<file path="src/rtl/conv_result_drain_if.sv">
`default_nettype none
// ============================================================================
//  Module      : conv_result_drain_if
//  Description : Engine write port, finish pulse and downstream valid/ready
//                stream of the convolution result drain, bundled as one bus.
//  Revision    : 1.0  initial release
// ============================================================================
interface conv_result_drain_if #(
    parameter int DW = 8,
    parameter int AW = 2
);
    logic [AW-1:0]        y_waddr;
    logic signed [DW-1:0] y_wdata;
    logic                 y_wenable;
    logic                 conv_finish;
    logic [AW-1:0]        out_addr;
    logic signed [DW-1:0] out_data;
    logic                 out_valid;
    logic                 out_ready;
    logic                 busy;
    logic                 done;
    logic                 overrun;

    // Engine / downstream side
    modport master (
        output y_waddr, y_wdata, y_wenable, conv_finish, out_ready,
        input  out_addr, out_data, out_valid, busy, done, overrun
    );

    // Drain block side
    modport slave (
        input  y_waddr, y_wdata, y_wenable, conv_finish, out_ready,
        output out_addr, out_data, out_valid, busy, done, overrun
    );
endinterface
`default_nettype wire

</file>
<file path="src/rtl/conv_result_drain.sv">
`default_nettype none
// ============================================================================
//  Module      : conv_result_drain
//  Description : Captures one DEPTH-word result vector from the convolution
//                engine, then streams it in address order over valid/ready,
//                pulses done and rearms. Optional ReLU on the output path.
//  Revision    : 1.0  initial release
// ============================================================================
module conv_result_drain #(
    parameter int DW   = 8,
    parameter int AW   = 2,
    parameter int RELU = 0
) (
    input  logic               clk,
    input  logic               xrst,
    conv_result_drain_if.slave bus
);
    localparam int c_DEPTH = 1 << AW;

    typedef enum logic [0:0] {
        FILL  = 1'b0,
        DRAIN = 1'b1
    } state_t;

    state_t               r_state;
    logic signed [DW-1:0] r_mem [c_DEPTH];
    logic [c_DEPTH-1:0]   r_written;
    logic [AW-1:0]        r_idx;
    logic [AW-1:0]        r_out_addr;
    logic signed [DW-1:0] r_out_data;
    logic                 r_out_valid;
    logic                 r_busy;
    logic                 r_done;
    logic                 r_overrun;

    logic                 w_xfer;
    logic                 w_last;
    logic [AW-1:0]        w_next_idx;
    logic signed [DW-1:0] w_next_word;
    logic signed [DW-1:0] w_first_word;

    // ReLU is an output-only transform; storage always holds the raw word.
    function automatic logic signed [DW-1:0] relu_f(input logic signed [DW-1:0] v);
        logic signed [DW-1:0] r;
        r = v;
        if ((RELU != 0) && v[DW-1]) begin
            r = '0;
        end
        return r;
    endfunction

    // Beat bookkeeping and the word to present next; the first word bypasses
    // a same-cycle write to entry 0 so finish+write is captured correctly.
    always_comb begin
        w_xfer       = r_out_valid && bus.out_ready;
        w_last       = &r_idx;
        w_next_idx   = r_idx + 1'b1;
        w_next_word  = r_written[w_next_idx] ? r_mem[w_next_idx] : '0;
        w_first_word = r_written[0] ? r_mem[0] : '0;
        if (bus.y_wenable && (bus.y_waddr == '0)) begin
            w_first_word = bus.y_wdata;
        end
    end

    // Fill/drain state machine with storage and registered outputs.
    always_ff @(posedge clk or posedge xrst) begin
        if (xrst) begin
            r_state     <= FILL;
            for (int i = 0; i < c_DEPTH; i++) begin
                r_mem[i] <= '0;
            end
            r_written   <= '0;
            r_idx       <= '0;
            r_out_addr  <= '0;
            r_out_data  <= '0;
            r_out_valid <= 1'b0;
            r_busy      <= 1'b0;
            r_done      <= 1'b0;
            r_overrun   <= 1'b0;
        end else begin
            r_done <= 1'b0;
            case (r_state)
                FILL: begin
                    if (bus.y_wenable) begin
                        r_mem[bus.y_waddr]     <= bus.y_wdata;
                        r_written[bus.y_waddr] <= 1'b1;
                    end
                    if (bus.conv_finish) begin
                        r_state     <= DRAIN;
                        r_idx       <= '0;
                        r_out_addr  <= '0;
                        r_out_data  <= relu_f(w_first_word);
                        r_out_valid <= 1'b1;
                        r_busy      <= 1'b1;
                    end
                end
                DRAIN: begin
                    // Engine traffic here is a protocol error: flag it, drop it.
                    if (bus.y_wenable || bus.conv_finish) begin
                        r_overrun <= 1'b1;
                    end
                    if (w_xfer) begin
                        if (w_last) begin
                            r_state     <= FILL;
                            r_idx       <= '0;
                            r_out_addr  <= '0;
                            r_out_data  <= '0;
                            r_out_valid <= 1'b0;
                            r_busy      <= 1'b0;
                            r_done      <= 1'b1;
                            r_written   <= '0;
                            for (int i = 0; i < c_DEPTH; i++) begin
                                r_mem[i] <= '0;
                            end
                        end else begin
                            r_idx      <= w_next_idx;
                            r_out_addr <= w_next_idx;
                            r_out_data <= relu_f(w_next_word);
                        end
                    end
                end
                default: begin
                    r_state <= FILL;
                end
            endcase
        end
    end

    assign bus.out_addr  = r_out_addr;
    assign bus.out_data  = r_out_data;
    assign bus.out_valid = r_out_valid;
    assign bus.busy      = r_busy;
    assign bus.done      = r_done;
    assign bus.overrun   = r_overrun;

endmodule
`default_nettype wire

</file>
<file path="src/flat_wrapper.sv">
// flat-port wrapper written by rule: the top's interface ports become plain ports
module conv_result_drain_flat 
#(
    parameter int DW   = 8,
    parameter int AW   = 2,
    parameter int RELU = 0
)
  (clk, xrst, bus_y_waddr, bus_y_wdata, bus_y_wenable, bus_conv_finish, bus_out_ready, bus_out_addr, bus_out_data, bus_out_valid, bus_busy, bus_done, bus_overrun);
  conv_result_drain_if #(.DW(DW), .AW(AW)) bus_i ();
  input  logic clk;
  input  logic xrst;
  input wire logic [$bits(bus_i.y_waddr)-1:0] bus_y_waddr;
  input wire logic [$bits(bus_i.y_wdata)-1:0] bus_y_wdata;
  input wire logic [$bits(bus_i.y_wenable)-1:0] bus_y_wenable;
  input wire logic [$bits(bus_i.conv_finish)-1:0] bus_conv_finish;
  input wire logic [$bits(bus_i.out_ready)-1:0] bus_out_ready;
  output wire logic [$bits(bus_i.out_addr)-1:0] bus_out_addr;
  output wire logic [$bits(bus_i.out_data)-1:0] bus_out_data;
  output wire logic [$bits(bus_i.out_valid)-1:0] bus_out_valid;
  output wire logic [$bits(bus_i.busy)-1:0] bus_busy;
  output wire logic [$bits(bus_i.done)-1:0] bus_done;
  output wire logic [$bits(bus_i.overrun)-1:0] bus_overrun;
  assign bus_i.y_waddr = bus_y_waddr;
  assign bus_i.y_wdata = bus_y_wdata;
  assign bus_i.y_wenable = bus_y_wenable;
  assign bus_i.conv_finish = bus_conv_finish;
  assign bus_i.out_ready = bus_out_ready;
  assign bus_out_addr = bus_i.out_addr;
  assign bus_out_data = bus_i.out_data;
  assign bus_out_valid = bus_i.out_valid;
  assign bus_busy = bus_i.busy;
  assign bus_done = bus_i.done;
  assign bus_overrun = bus_i.overrun;
  conv_result_drain #(.DW(DW), .AW(AW), .RELU(RELU)) u_core (.clk(clk), .xrst(xrst), .bus(bus_i));
endmodule
</file>
<file path="config.mk">
export PLATFORM = sky130hd
export DESIGN_NAME = conv_result_drain_flat
export DESIGN_NICKNAME = d
export VERILOG_FILES = /design/src/rtl/conv_result_drain_if.sv /design/src/rtl/conv_result_drain.sv /design/src/flat_wrapper.sv
export SDC_FILE = /design/constraint.sdc
export NUM_CORES = 1
export LEC_CHECK = 0
export CAP_MARGIN = 0
export CORE_MARGIN = 10
export CORE_UTILIZATION = 56
export CTS_BUF_LIST = sky130_fd_sc_hd__clkbuf_16
export DETAILED_ROUTE_END_ITERATION = 8
export GPL_ROUTABILITY_DRIVEN = 0
export PLACE_DENSITY_LB_ADDON = 0.2
export SETUP_SLACK_MARGIN = 0.1
export SYNTH_ARGS = -nofsm -noshare
export SYNTH_HDL_FRONTEND = slang
export SYNTH_SLANG_ARGS = --single-unit
</file>
<file path="constraint.sdc">
create_clock -name clk -period 2.4 [get_ports clk]
set_input_delay 0.48 -clock clk [delete_from_list [all_inputs] [get_ports clk]]
set_output_delay 0.48 -clock clk [all_outputs]
set_load 0.02 [all_outputs]
</file>
# After elaboration in Yosys (flattened, before gate mapping)
# Index checks and enable logic that the tools add are counted.
# word_totals
in_bits	15
word_cells	77
register_bits	50
# classes
n_eq_ne	4
bitwise	4
reduce_logical	11
mux	40
n_addsub	1
order_cmp	6
# op_table
op	n
2-to-1 mux 32 bit	3
2-to-1 mux 8 bit	9
one-hot mux 32 bit (2 select lines)	1
bitwise mux 32 bit	1
binary-select mux 8 bit (select 2 bit)	1
demux 8 bit (select 2 bit)	1
one-hot mux 8 bit (2 select lines)	1
2-to-1 mux 4 bit	3
2-to-1 mux 1 bit	11
inequality test 2 bit (second input constant)	4
one-hot mux 4 bit (2 select lines)	1
>= comparator 3 bit (second input constant)	2
< comparator 2 x 3 -> 1 bit (second input constant)	2
2-to-1 mux 2 bit	3
NOT 2 -> 3 bit	2
AND reduction 2 bit	3
AND reduction 3 bit	2
logical AND 1 bit	4
bitwise OR 4 bit	1
one-hot mux 1 bit (2 select lines)	2
one-hot mux 2 bit (2 select lines)	1
< comparator 3 x 1 -> 1 bit (second input constant)	1
adder 2 x 1 -> 2 bit (second input constant)	1
binary-select mux 1 bit (select 2 bit)	1
other kinds (5)	5

# Longest topological paths before layout
# Gate-level depths: netlist of the first run.
# depth
depth_word	9
mapped_depth	6
ltp_nobuf	5

# Least setup slack after synthesis of the first run
# OpenSTA, ideal clock, no wires.
# synth_path
path_type	flip-flop to flip-flop
from	reg u_core.r_idx[0]
to	reg u_core.r_out_data[3] (netlist: u_core.bus.out_data[3])
period_less_slack_ns	1.891
path_stages_with_launch	7
setup_time_ns	0.131
arrival_ns	1.759
t_required_ns	2.269
path_slack_ns	0.509
path_cell_list	dfrtp_1 > ha_1 > buf_2 > buf_2 > mux2_2 > nand4_1 > nand4_1
# synth_via
elab_chain_cells	9
# synth_rtl
item	line_no	text
start, declared	conv_result_drain.sv:28	logic [AW-1:0] r_idx;
start signal, assigned	conv_result_drain.sv:116	r_idx <= w_next_idx;
adder 2 x 1 -> 2 bit	conv_result_drain.sv:57	w_next_idx = r_idx + 1'b1;
NOT 2 -> 3 bit (not written as such)	conv_result_drain.sv:58	w_next_word = r_written[w_next_idx] ? r_mem[w_next_idx] : '0;
binary-select mux 8 bit (select 2 bit)	conv_result_drain.sv:58	
2-to-1 mux 8 bit (not written as such) (2 in series)	conv_result_drain.sv:58	
2-to-1 mux 8 bit	conv_result_drain.sv:58	
2-to-1 mux 8 bit *	conv_result_drain.sv:103	if (w_last) begin
2-to-1 mux 8 bit *	conv_result_drain.sv:102	if (w_xfer) begin
one-hot mux 8 bit (2 select lines) *	conv_result_drain.sv:82	case (r_state)
end signal, assigned	conv_result_drain.sv:92	r_out_data <= relu_f(w_first_word);
end signal, assigned	conv_result_drain.sv:118	r_out_data <= relu_f(w_next_word);
end, declared	conv_result_drain.sv:30	logic signed [DW-1:0] r_out_data;
# Mark *: on every way between the ends. The rest lies on a longest branch, timed or not. The select of a mux whose other input is x is not followed.
# A chain may end at the register's enable or synchronous reset.

==> insert_results.sql, run 1 <==
INSERT INTO impl_metrics (metric_group, metric, value, unit) VALUES
('synthesis', 'synth_nets', '252', ''),
('grt', 'grt_most_used_layer', 'met2', ''),
('cts', 'cts_tree', 'done', ''),
('route', 'wl_per_cell', '21.1', 'um'),
('timing', 'tns', '0', 'ps'),
('timing', 'rsz_0062_raised_after_global_routing', 'no', ''),
('synthesis', 'post_synthesis_register_bit_count', '50', ''),
('place', 'place_hpwl', '4.61', 'mm'),
('route', 'vias_per_cell', '6.34', ''),
('synthesis', 'netlist_area', '0.00260', 'mm2'),
('job', 'timing.max_cap.violations', '0', ''),
('route', 'drc', '0', ''),
('grt', 'grtUsageMet1', '23.3', '%'),
('synthesis', 'yosysSeqAreaShare', '48.1', '%'),
('synthesis', 'synth_top_cell_area_share', '48.1', '%'),
('finish', 'post-route-cell-area', '0.00316', 'mm2'),
('floorplan', 'std_cell_rows', '24', ''),
('synthesis', 'syn-instance-count', '236', ''),
('worst_setup_path', 'ff2ff_path_depth', '3', ''),
('finish', 'fin_cells', '322', ''),
('route', 'route.final.wire_length', '6.78', 'mm'),
('synthesis', 'synthDistinctLibCells', '29', ''),
('timing', 'slew_violations', '0', ''),
('grt', 'met3_usage_in_global_routing', '3.44', '%'),
('finish', 'num-fill-cells', '340', ''),
('synthesis', 'synth_area_leaders', 'dfrtp_1, mux2_2, a22o_1, nand4b_1, nand2_1', ''),
('finish', 'insertedDiodeCount', '0', ''),
('floorplan', 'design.die.area', '0.00777', 'mm2'),
('place', 'number_of_port_buffers', '28', ''),
('timing', 'maxSlewHeadroom', '61.5', '%'),
('synthesis', 'synth_async_sr_flop_share', '100', '%'),
('timing', 'finalHoldViolations', '0', ''),
('worst_hold_path', 'timing.hold.worst.class', 'reg2reg', ''),
('synthesis', 'synth_flop_cell', 'dfrtp_1', ''),
('floorplan', 'die_width', '88.1', 'um'),
('timing', 'maxClockFrequency', '0.500', 'GHz'),
('worst_setup_path', 'kind_of_end_point_of_the_critical_path', 'primary output', ''),
('floorplan', 'floorplan.initialDensity', '58.9', '%'),
('route', 'detail-route-antenna-nets', '0', ''),
('power', 'power.leakage', '1.37', 'nW'),
('timing', 'timing.final.crit_period', '2000', 'ps'),
('cts', 'cts-resized-gates', '0', ''),
('route', 'drtIter0Drc', '162', ''),
('synthesis', 'yosys_warnings', '0', ''),
('timing', 'finClkSkew', '10.7', 'ps'),
('outcome', 'result_of_the_run', 'completed', ''),
('timing', 'setup_viol_count_final', '0', ''),
('timing', 'min_period_over_period', '83.4', '%'),
('place', 'place_worst_setup_slack', '267', 'ps'),
('grt', 'grtUsageMet2', '30.6', '%'),
('cts', 'max-clock-path-buffers', '2', ''),
('grt', 'globalRouteTotalUtil', '18.4', '%'),
('cts', 'cts.clk_slew.worst_paths', '70', 'ps'),
('synthesis', 'syn_avg_cell_area', '11.0', 'um2'),
('synthesis', 'synth.cells.most_frequent', 'dfrtp_1, a22o_1, mux2_2, nand2_1, nand4b_1', ''),
('place', 'dp_cells', '314', ''),
('grt', 'grt_max_degree', '23', ''),
('timing', 'timing_worst_slew_pin_value', '577', 'ps'),
('worst_hold_path', 'worstHoldPathCells', '1', ''),
('cts', 'cts_setup_buffers', '0', ''),
('cts', 'clk_latency', '300', 'ps'),
('cts', 'htreeDepth', '2', ''),
('worst_setup_path', 'critical_path_class', 'reg2out', ''),
('cts', 'numCtsBuffers', '5', ''),
('synthesis', 'synth-edff-count', '0', ''),
('finish', 'areaGrowthSynthToFinish', '21.4', '%'),
('cts', 'cts.root.buffer_cell', 'clkbuf_16', ''),
('worst_setup_path', 'cp_max_fo', '18', ''),
('route', 'num_vias', '2040', ''),
('worst_setup_path', 'timing.critical_path.from_type', 'flop', ''),
('floorplan', 'height_of_the_die', '88.1', 'um');
[final cells by class]
type                            count  area [um2]  area share, %
Timing Repair Buffer               42         398           12.6
Multi-Input combinational cell    167        1260           39.9
Clock buffer                        5         125           3.97
Clock inverter                      3        45.0           1.43
Tap cell                           52        65.1           2.06
Inverter                            3        11.3          0.357
Sequential cell                    50        1250           39.7
[worst paths after layout]
check / endpoint / slack (ps) / startpoint
setup reg to reg: u_core.bus.out_data[6]$_DFFE_PP0P_ / 590 / u_core.r_state$_DFF_PP0_
hold reg to reg: u_core.r_written[1]$_DFFE_PP0P_ / 480 / u_core.r_written[1]$_DFFE_PP0P_
min in group asynchronous: u_core.r_mem[5]$_DFFE_PP0P_ / 500 / xrst
max in group asynchronous: u_core.r_mem[12]$_DFFE_PP0P_ / 1310 / xrst
hold / removal: u_core.r_written[1]$_DFFE_PP0P_ / 480 / u_core.r_written[1]$_DFFE_PP0P_
setup / recovery: bus_out_addr[0] / 400 / u_core.r_idx[0]$_DFFE_PP0P_
[layout by cell type, fill, tap and decap left out, drive strengths merged, types with 3 or more instances in the layout]
cell and instances:
buf 14, nand4 13, nand4b 16, nand3b 8, nor2b 8, nand2b 5
a21oi 3, nor2 9, a22o 24, clkbuf 5, inv 3, nand2 20
nand3 11, mux2 24, dfrtp 50, o21ai 10, clkdlybuf4s50 28, a21o 3
[layer usage]
layer	part of all wire, %	wire (um)
met5	0	0
met1	42	2860
met4	2.5	168
met3	6.5	441
met2	49	3310
[flip-flops by register name, indices dropped and copies added (netlist names)]
name and count:
u_core.r_mem 32, u_core.bus.out_data 8, u_core.r_written 4, u_core.r_idx 2, u_core.bus.done 1, u_core.bus.out_valid 1, u_core.bus.overrun 1, u_core.r_state 1
[report_power, final]
part	total [mW]	switching [mW]	internal, mW
Combinational	1.31	0.693	0.613
Clock	0.818	0.326	0.492
Sequential	1.27	0.202	1.06
[cell families after synthesis]
kind of cell	Yosys count	synth area share [%]
mux	26	11.2
flops	50	48.1
xor+xnor	1	0.337
fa+ha+maj	1	0.481
buf+inv	19	3.42
simple gates	97	24.4
compound gates	42	12.1
[worst max-delay path: stages, from the launching register on]
cell and delay (ps):
dfrtp_1 360, buf_4 230, clkdlybuf4s50_1 640
(Power assumes the default switching activity.)
==> run 2, diff against run 1 <==
- CORE_UTILIZATION: 56 -> 50
- clock period: 2.4 -> 1.66 ns (I/O delays scaled with it)
==> run 2 against run 1 <==
- wire length decreased by 8.3%
- clock-buffer cell count unchanged
- first-iteration DRC count decreased by 18%
- worst hold slack got worse by 19 ps
- sequential power increased by 44%
==> insert_results.sql, run 2 (synthesis gave the netlist of run 1 again) <==
INSERT INTO impl_metrics (metric_group, metric, value, unit) VALUES
('outcome', 'result_of_the_run', 'completed', ''),
('cts', 'postCtsHoldBufs', '0', ''),
('worst_setup_path', 'cp_max_fo', '8', ''),
('floorplan', 'num_io_pins', '29', ''),
('route', 'wl_per_cell', '17.6', 'um'),
('timing', 'setup_viol_count_final', '0', ''),
('floorplan', 'die_width', '92.1', 'um'),
('power', 'peakVddDrop', '0.000849', 'V'),
('floorplan', 'core-area', '0.00507', 'mm2'),
('timing', 'finalHoldViolations', '0', ''),
('worst_setup_path', 'crit_path_cell_trace', 'ha_4, buf_8, mux2_2, nand4_1, nand4_1', ''),
('finish', 'areaGrowthSynthToFinish', '32.2', '%'),
('floorplan', 'height_of_the_die', '92.1', 'um'),
('finish', 'largest_register_ffs', '32', ''),
('timing', 'final_critical_path_setup_slack', '94.9', 'ps'),
('cts', 'numCtsBuffers', '5', ''),
('worst_setup_path', 'critical_path_class', 'reg2reg', ''),
('cts', 'max-clock-path-buffers', '2', ''),
('worst_setup_path', 'critical-path-max-stage-delay', '420', 'ps'),
('finish', 'post-route-cell-area', '0.00344', 'mm2'),
('worst_setup_path', 'critical_path.most_common_cell', 'nand4_1', ''),
('timing', 'finClkSkew', '3.98', 'ps'),
('worst_setup_path', 'kind_of_end_point_of_the_critical_path', 'flop', ''),
('worst_hold_path', 'timing.hold.worst.class', 'in2async', ''),
('place', 'dpl_cell_area', '0.00314', 'mm2'),
('route', 'vias_per_cell', '5.66', ''),
('timing', 'timing_worst_slew_pin_value', '398', 'ps'),
('worst_setup_path', 'worst_ep_required_time', '1830', 'ps'),
('finish', 'insertedDiodeCount', '0', ''),
('cts', 'cts.sink_count', '50', ''),
('timing', 'maxSlewHeadroom', '73.4', '%'),
('place', 'place_hpwl', '4.38', 'mm'),
('route', 'highest-signal-layer', 'met4', ''),
('worst_setup_path', 'timing.critical_path.from_type', 'flop', ''),
('floorplan', 'design.die.area', '0.00848', 'mm2'),
('finish', 'most-common-layout-cells', 'dfrtp_1, a22o_1, nand2_1, buf_4, nand4b_1', ''),
('place', 'place_worst_setup_slack', '-260', 'ps'),
('timing', 'min_period_over_period', '94.3', '%'),
('cts', 'cts.clk_slew.worst_paths', '70', 'ps'),
('route', 'drtIter0Drc', '133', ''),
('grt', 'first_global_vias', '2017', ''),
('timing', 'slew_violations', '0', ''),
('timing', 'rsz_0062_raised_after_global_routing', 'yes', ''),
('finish', 'drive_gt1_share', '26.1', '%'),
('timing', 'timing.final.crit_period', '1570', 'ps'),
('route', 'wl_met1', '3.13', 'mm'),
('worst_setup_path', 'worst-endpoint-arrival', '1730', 'ps'),
('finish', 'num-fill-cells', '412', ''),
('cts', 'cts_tree', 'done', ''),
('place', 'number_of_port_buffers', '28', ''),
('timing', 'tns', '0', 'ps'),
('route', 'met3_length', '243', 'um'),
('floorplan', 'std_cell_rows', '26', ''),
('finish', 'design.final.nets', '299', ''),
('floorplan', 'floorplan.initialDensity', '51.2', '%'),
('power', 'power_density', '1580', 'mW/mm2'),
('route', 'detail-route-antenna-nets', '0', ''),
('finish', 'final_common_cell', 'dfrtp_1', ''),
('grt', 'grt_remaining_overflow', '0', ''),
('power', 'power.leakage', '1.57', 'nW'),
('route', 'dr_wl_met2', '2.78', 'mm'),
('cts', 'cts.root.buffer_cell', 'clkbuf_16', ''),
('job', 'timing.max_cap.violations', '0', ''),
('route', 'route.final.wire_length', '6.21', 'mm'),
('grt', 'grt_first_pass_wirelength', '10.4', 'mm'),
('grt', 'globalRouteTotalUtil', '15.0', '%'),
('finish', 'largest_register', 'u_core.r_mem', ''),
('route', 'drt_pre_antenna_iters', '4', ''),
('route', 'drc', '0', ''),
('cts', 'htreeDepth', '2', ''),
('worst_setup_path', 'master_of_the_slowest_instance_on_the_critical_path', 'dfrtp_2', ''),
('timing', 'maxClockFrequency', '0.639', 'GHz'),
('route', 'num_vias', '2002', ''),
('grt', 'grt_max_degree', '51', ''),
('cts', 'clk_latency', '290', 'ps'),
('grt', 'antenna_found_initial', '0', '');
## run 2: timing repair
action                     in CTS  in global routing
setup endpoints to repair      37                 33
gates resized for setup        20                 17
buffers inserted                3                  4
pin swaps                       1                  8
## run 2: per-stage QoR
stage          hold slack [ps]  utilization, %  power, mW  std cells
2_1_floorplan              374               -       3.16        236
3_3_place_gp               452            61.8       3.74        339
5_1_grt                    488            67.7       5.73        354
4_1_cts                    470            66.1       5.18        350
3_5_place_dp               460            61.8       3.77        339
6_report                   458            67.7       5.44        354
## run 2: final cells by class
class	instances	area, um2	area share [%]
Multi-Input combinational cell	167	1330	38.7
Clock inverter	3	68.8	2.00
Clock buffer	5	125	3.64
Timing Repair Buffer	56	558	16.2
Tap cell	70	87.6	2.55
Sequential cell	50	1250	36.5
Inverter	3	15.0	0.437
## run 2: critical path: cells and delay by family (launching register included)
family / cells / cell delay [ps]
DFF: 1 / 420
adders and majority gates: 1 / 350
muxes: 1 / 340
and+or+nand+nor: 2 / 170
buffers and inverters: 1 / 160
## run 2: final timing paths
kind | from | endpoint | slack, ps | depth (start not counted)
worst max-delay path | u_core.r_idx[0]$_DFFE_PP0P_ | u_core.bus.out_data[4]$_DFFE_PP0P_ | 90 | 5
worst max register to register | u_core.r_idx[0]$_DFFE_PP0P_ | u_core.bus.out_data[4]$_DFFE_PP0P_ | 90 | 5
worst min register to register | u_core.bus.overrun$_DFFE_PP0P_ | u_core.bus.overrun$_DFFE_PP0P_ | 470 | 1
min in group clk | u_core.bus.overrun$_DFFE_PP0P_ | u_core.bus.overrun$_DFFE_PP0P_ | 470 | 1
worst min-delay path | xrst | u_core.r_mem[21]$_DFFE_PP0P_ | 460 | 3
max in group asynchronous | xrst | u_core.r_state$_DFF_PP0_ | 970 | 3
## run 2: power breakdown
group | internal [mW] | leakage (nW) | switching (mW) | total, mW
Clock | 0.866 | 0.0940 | 0.455 | 1.32
Combinational | 1.22 | 0.805 | 1.08 | 2.29
Sequential | 1.55 | 0.672 | 0.285 | 1.83
## run 2: layer usage
| metal | vias to the layer above | GRT usage [%] |
|---|---|---|
| met3 | 5 | 3.67 |
| met4 | 0 | 4.24 |
| met2 | 34 | 21.7 |
| met1 | 983 | 21.7 |
| li1 | 980 | - |
| met5 | - | 0 |
==> RTL edit 1: new RTL, config.mk and constraints of run 1 <==
`DW` is set to 8 in 3 places; all go to 9.
--- a/src/rtl/conv_result_drain_if.sv
+++ b/src/rtl/conv_result_drain_if.sv
@@ -6,7 +6,7 @@
 //  Revision    : 1.0  initial release
 // ============================================================================
 interface conv_result_drain_if #(
-    parameter int DW = 8,
+    parameter int DW = 9,
     parameter int AW = 2
 );
     logic [AW-1:0]        y_waddr;
--- a/src/rtl/conv_result_drain.sv
+++ b/src/rtl/conv_result_drain.sv
@@ -7,7 +7,7 @@
 //  Revision    : 1.0  initial release
 // ============================================================================
 module conv_result_drain #(
-    parameter int DW   = 8,
+    parameter int DW   = 9,
     parameter int AW   = 2,
     parameter int RELU = 0
 ) (
--- a/src/flat_wrapper.sv
+++ b/src/flat_wrapper.sv
@@ -1,7 +1,7 @@
 // flat-port wrapper written by rule: the top's interface ports become plain ports
 module conv_result_drain_flat 
 #(
-    parameter int DW   = 8,
+    parameter int DW   = 9,
     parameter int AW   = 2,
     parameter int RELU = 0
 )
Ports: changed (resized bus_out_data and bus_y_wdata); port bits go from 29 to 31. No check against the original RTL was run, so the function may have changed too.
==> RTL edit 1 against run 1 <==
Design area is 8.7% higher. Sequential share of layout area is 0.47 points higher. Wire length is 11% higher. Sequential cell count is 5 higher. Count of clock-buffer cells in the layout stayed put. Total power is 4.3% higher. Synthesized area is 11% higher. Worst setup slack worse by 41 ps. Critical path type unchanged. Critical endpoint unchanged. Highest routed layer unchanged.
==> RTL edit 1: results <==
[outcome]
status = "completed"

[global_route]
grt_max_degree = 36
use_met2 = 0.2971
grt_antenna_before_repair = 0
grt_pass1_vias = 2238
use_met3 = 0.03097
grt_pass1_wl_mm = 12.04
track_usage = 0.1793
met1_usage = 0.2363

[power]
leakage_nw = 1.527
p_sw_w = 0.001339
vdd_ir_drop_max_v = 0.0006911

[sta]
slew_headroom = 0.5820
fin_tns_setup_ps = 0
skew_ps = 9.689

[min_path]
min_path_type = "register to register"

[final_layout]
largest_register_ffs = 36
nets = 308
drive_above_1_share = 0.1610
num_antenna_cells = 0

[place]
post-place-ws_ps = 301.3
dpl_cell_area_um2 = 3294
port_buffers = 30
hpwl_mm = 4.937

[drt]
dr_wl_met3_um = 408
wl_met2_mm = 3.781
wl_met1_mm = 3.249
drtIter0Drc = 219
routed_wl_mm = 7.502

[yosys]
ys_top_cells_by_area = "dfrtp_1 48%, a22o_1 8.2%, nand4b_1 5.4%, mux2_4 4.7%, mux2_2 4.3%"
synth_common_cells = "55 x dfrtp_1, 27 x a22o_1, 22 x nand2_1, 18 x nand4_1, 18 x nand4b_1"
yosysUniqueCellTypes = 30
ys_seq_area_frac = 0.4758
synth_fp_nets = 279
synthArstFlopShare = 1.000

[critical_path]
worstPathMaxFanout = 21
critPathArrivalTime_ps = 1560
cp_slowest_stage_delay_ps = 660

[clock_network]
ctsResizeCount = 0
-- RTL edit 1: kinds of logic after synthesis --
kind of cell | after synthesis | share of synthesized area
compound gates | 49 | 0.1263
fa+ha+maj | 1 | 0.004325
buf+inv | 27 | 0.04801
flops | 55 | 0.4758
mux | 29 | 0.1246
simple gates | 101 | 0.2210
-- RTL edit 1: power by group through the flow --
| stage | combinational (W) | sequential [W] | clock (W) |
|---|---|---|---|
| 2_1_floorplan | 0.000938 | 0.00138 | 0 |
| 3_3_place_gp | 0.00141 | 0.00138 | 0 |
| 3_5_place_dp | 0.00144 | 0.00139 | 0 |
| 4_1_cts | 0.00145 | 0.00138 | 0.000703 |
| 5_1_grt | 0.00156 | 0.00141 | 0.000740 |
| 6_report | 0.00145 | 0.00139 | 0.000701 |
-- RTL edit 1: cell type report --
type,instances,area [um2]
clock buffer,5,125.1
clock inverter,3,11.26
fill,389,1612
inverter,4,15.01
multi-input combinational,180,1378
sequential,55,1376
tap,70,87.58
timing repair buffer,45,437.9
-- RTL edit 1: stage by stage --
step / total power, W / std cells / utilization
after floorplan: 0.002317 / 262 / -
after global placement: 0.002791 / 354 / 0.6534
after detailed placement: 0.002830 / 354 / 0.6534
after CTS: 0.003531 / 362 / 0.6804
after global routing: 0.003712 / 362 / 0.6804
final: 0.003539 / 362 / 0.6804
-- RTL edit 1: worst paths after layout --
kind	startpoint	endpoint	slack, ps	depth (start not counted)
hold / removal	u_core.bus.overrun	u_core.bus.overrun	470	1
setup reg to reg	u_core.r_idx[1]	u_core.bus.out_data[7]	540	5
min in group asynchronous	xrst	u_core.bus.out_data[3]	510	2
setup / recovery	u_core.r_idx[0]	bus_out_addr[0]	360	2
hold reg to reg	u_core.bus.overrun	u_core.bus.overrun	470	1
max in group asynchronous	xrst	u_core.r_mem[34]	1320	3
==> RTL edit 2: new RTL, settings of run 1 <==
Without the edit above. Make the reset (`xrst`) synchronous in one clocked block.
--- a/src/rtl/conv_result_drain.sv
+++ b/src/rtl/conv_result_drain.sv
@@ -63,7 +63,7 @@
     end
 
     // Fill/drain state machine with storage and registered outputs.
-    always_ff @(posedge clk or posedge xrst) begin
+    always_ff @(posedge clk) begin
         if (xrst) begin
             r_state     <= FILL;
             for (int i = 0; i < c_DEPTH; i++) begin
Check against the original RTL: differs if xrst is asserted again (counterexample within 4 cycles, from zero or initial values and one cycle with xrst high); with xrst held inactive, the same outputs for 4 cycles.
==> RTL edit 2 against run 1 <==
Sequential cell count did not move. Worst setup slack lost 130 ps. Core utilization increased by 1.9 points. Synthesized area shrank 9.9%. Global-route usage fell by 2.9 points. Design area down 6.3%. Largest cell class is now flip-flops and latches. Wire length decreased by 20%.
Power is not compared: it rests on default switching activity, and its combinational part moved more than twofold at a synthesized area within 25%.
==> RTL edit 2: results <==
[global_route]
grt_max_degree = 18
grt_pass1_wl_mm = 8.873
track_usage = 0.1559

[place]
placed_cells = 283
hpwl_mm = 4.043
post-place-ws_ps = 177.6

[critical_path]
r2r_end = "u_core.bus.out_data[5]"
r2r_slack_ps = 270
crit_path_start = "u_core.r_idx[1]"

[sta]
holdWs_ps = 448.4
period_share = 0.8891
skew_ps = 6.258

[min_path]
whs_path_depth = 2

[drt]
routed_wl_mm = 5.395
vias = 1664
drtIter0Drc = 115

[yosys]
ys_top_cells_by_area = "edfxtp_1 41%, dfxtp_1 15%, mux4_2 8.7%, and2_1 8.5%, nor2_1 3.0%"
synthArstFlopShare = 0
synth_fp_nets = 209
synth_edf_count = 32
synth_common_cells = "32 x and2_1, 32 x edfxtp_1, 19 x nor2_1, 18 x dfxtp_1, 14 x nand2_1"
yosysUniqueCellTypes = 34
avgSynthCellArea_um2 = 12.20

[final_layout]
drive_above_1_share = 0.1826
final_cells = 291

[outcome]
status = "completed"
## RTL edit 2: cell types whose count changed after synthesis, sizes merged, moves of 8 or more
cell    before  now
a22o        24    0
nand4       13    0
edfxtp       0   32
nand3b       8    0
and2         0   32
dfrtp       50    0
mux2        24    0
nor2         9   19
nand3       11    1
mux4         0    9
dfxtp        0   18
nand4b      16    0
## RTL edit 2: power by group
part / internal, W / switching (W)
clock network: 0.000499 / 0.000313
logic: 0.000110 / 0.000113
registers: 0.000961 / 0.0000204
## RTL edit 2: layer usage
metal  vias up  wire length (um)  GRT usage
met4         0                25    0.03443
met2        51              2818     0.2711
met3         2               304    0.05024
li1        791                 -          -
met1       820              2246     0.1821
met5         -                 0          0
## RTL edit 2: layout make-up
cell class | count | share of cell area
flip-flops and latches | 50 | 0.4471
multi-input cells | 130 | 0.3163
repair buffers | 52 | 0.1558
clock buffers | 5 | 0.04234
well taps | 50 | 0.02117
clock inverters | 3 | 0.01609
inverters | 1 | 0.001270
## RTL edit 2: worst min-delay path by stage
stage | start | end
after global routing | u_core.bus.overrun | u_core.bus.overrun
after floorplan | u_core.r_written[2] | u_core.r_written[2]
final | u_core.bus.overrun | u_core.bus.overrun
after global placement | u_core.bus.overrun | u_core.bus.overrun
after CTS | u_core.bus.overrun | u_core.bus.overrun
after detailed placement | u_core.bus.overrun | u_core.bus.overrun
## RTL edit 2: critical path, cell delays in order, from the launching register on
cell and delay (ps):
dfxtp_1 350, ha_1 560, mux4_2 570, and3b_1 320, nand2_1 130, a311oi_1 90
## RTL edit 2: metrics by stage
stage               utilization  total power (W)  cell area [um2]
floorplan                     -         0.001112             2342
global placement         0.6907         0.001216             2783
detailed placement       0.6907         0.001223             2783
CTS                      0.7335         0.002031             2955
global route             0.7335         0.002088             2955
finish                   0.7335         0.002017             2955
## RTL edit 2: cell families after synthesis
logic type               synth area share
AO/OA/AOI/OAI                     0.09294
flip-flops                         0.5641
AND/OR/NAND/NOR                    0.2046
adder cells (fa/ha/maj)           0.01068
buffers and inverters             0.03685
multiplexers                      0.09081
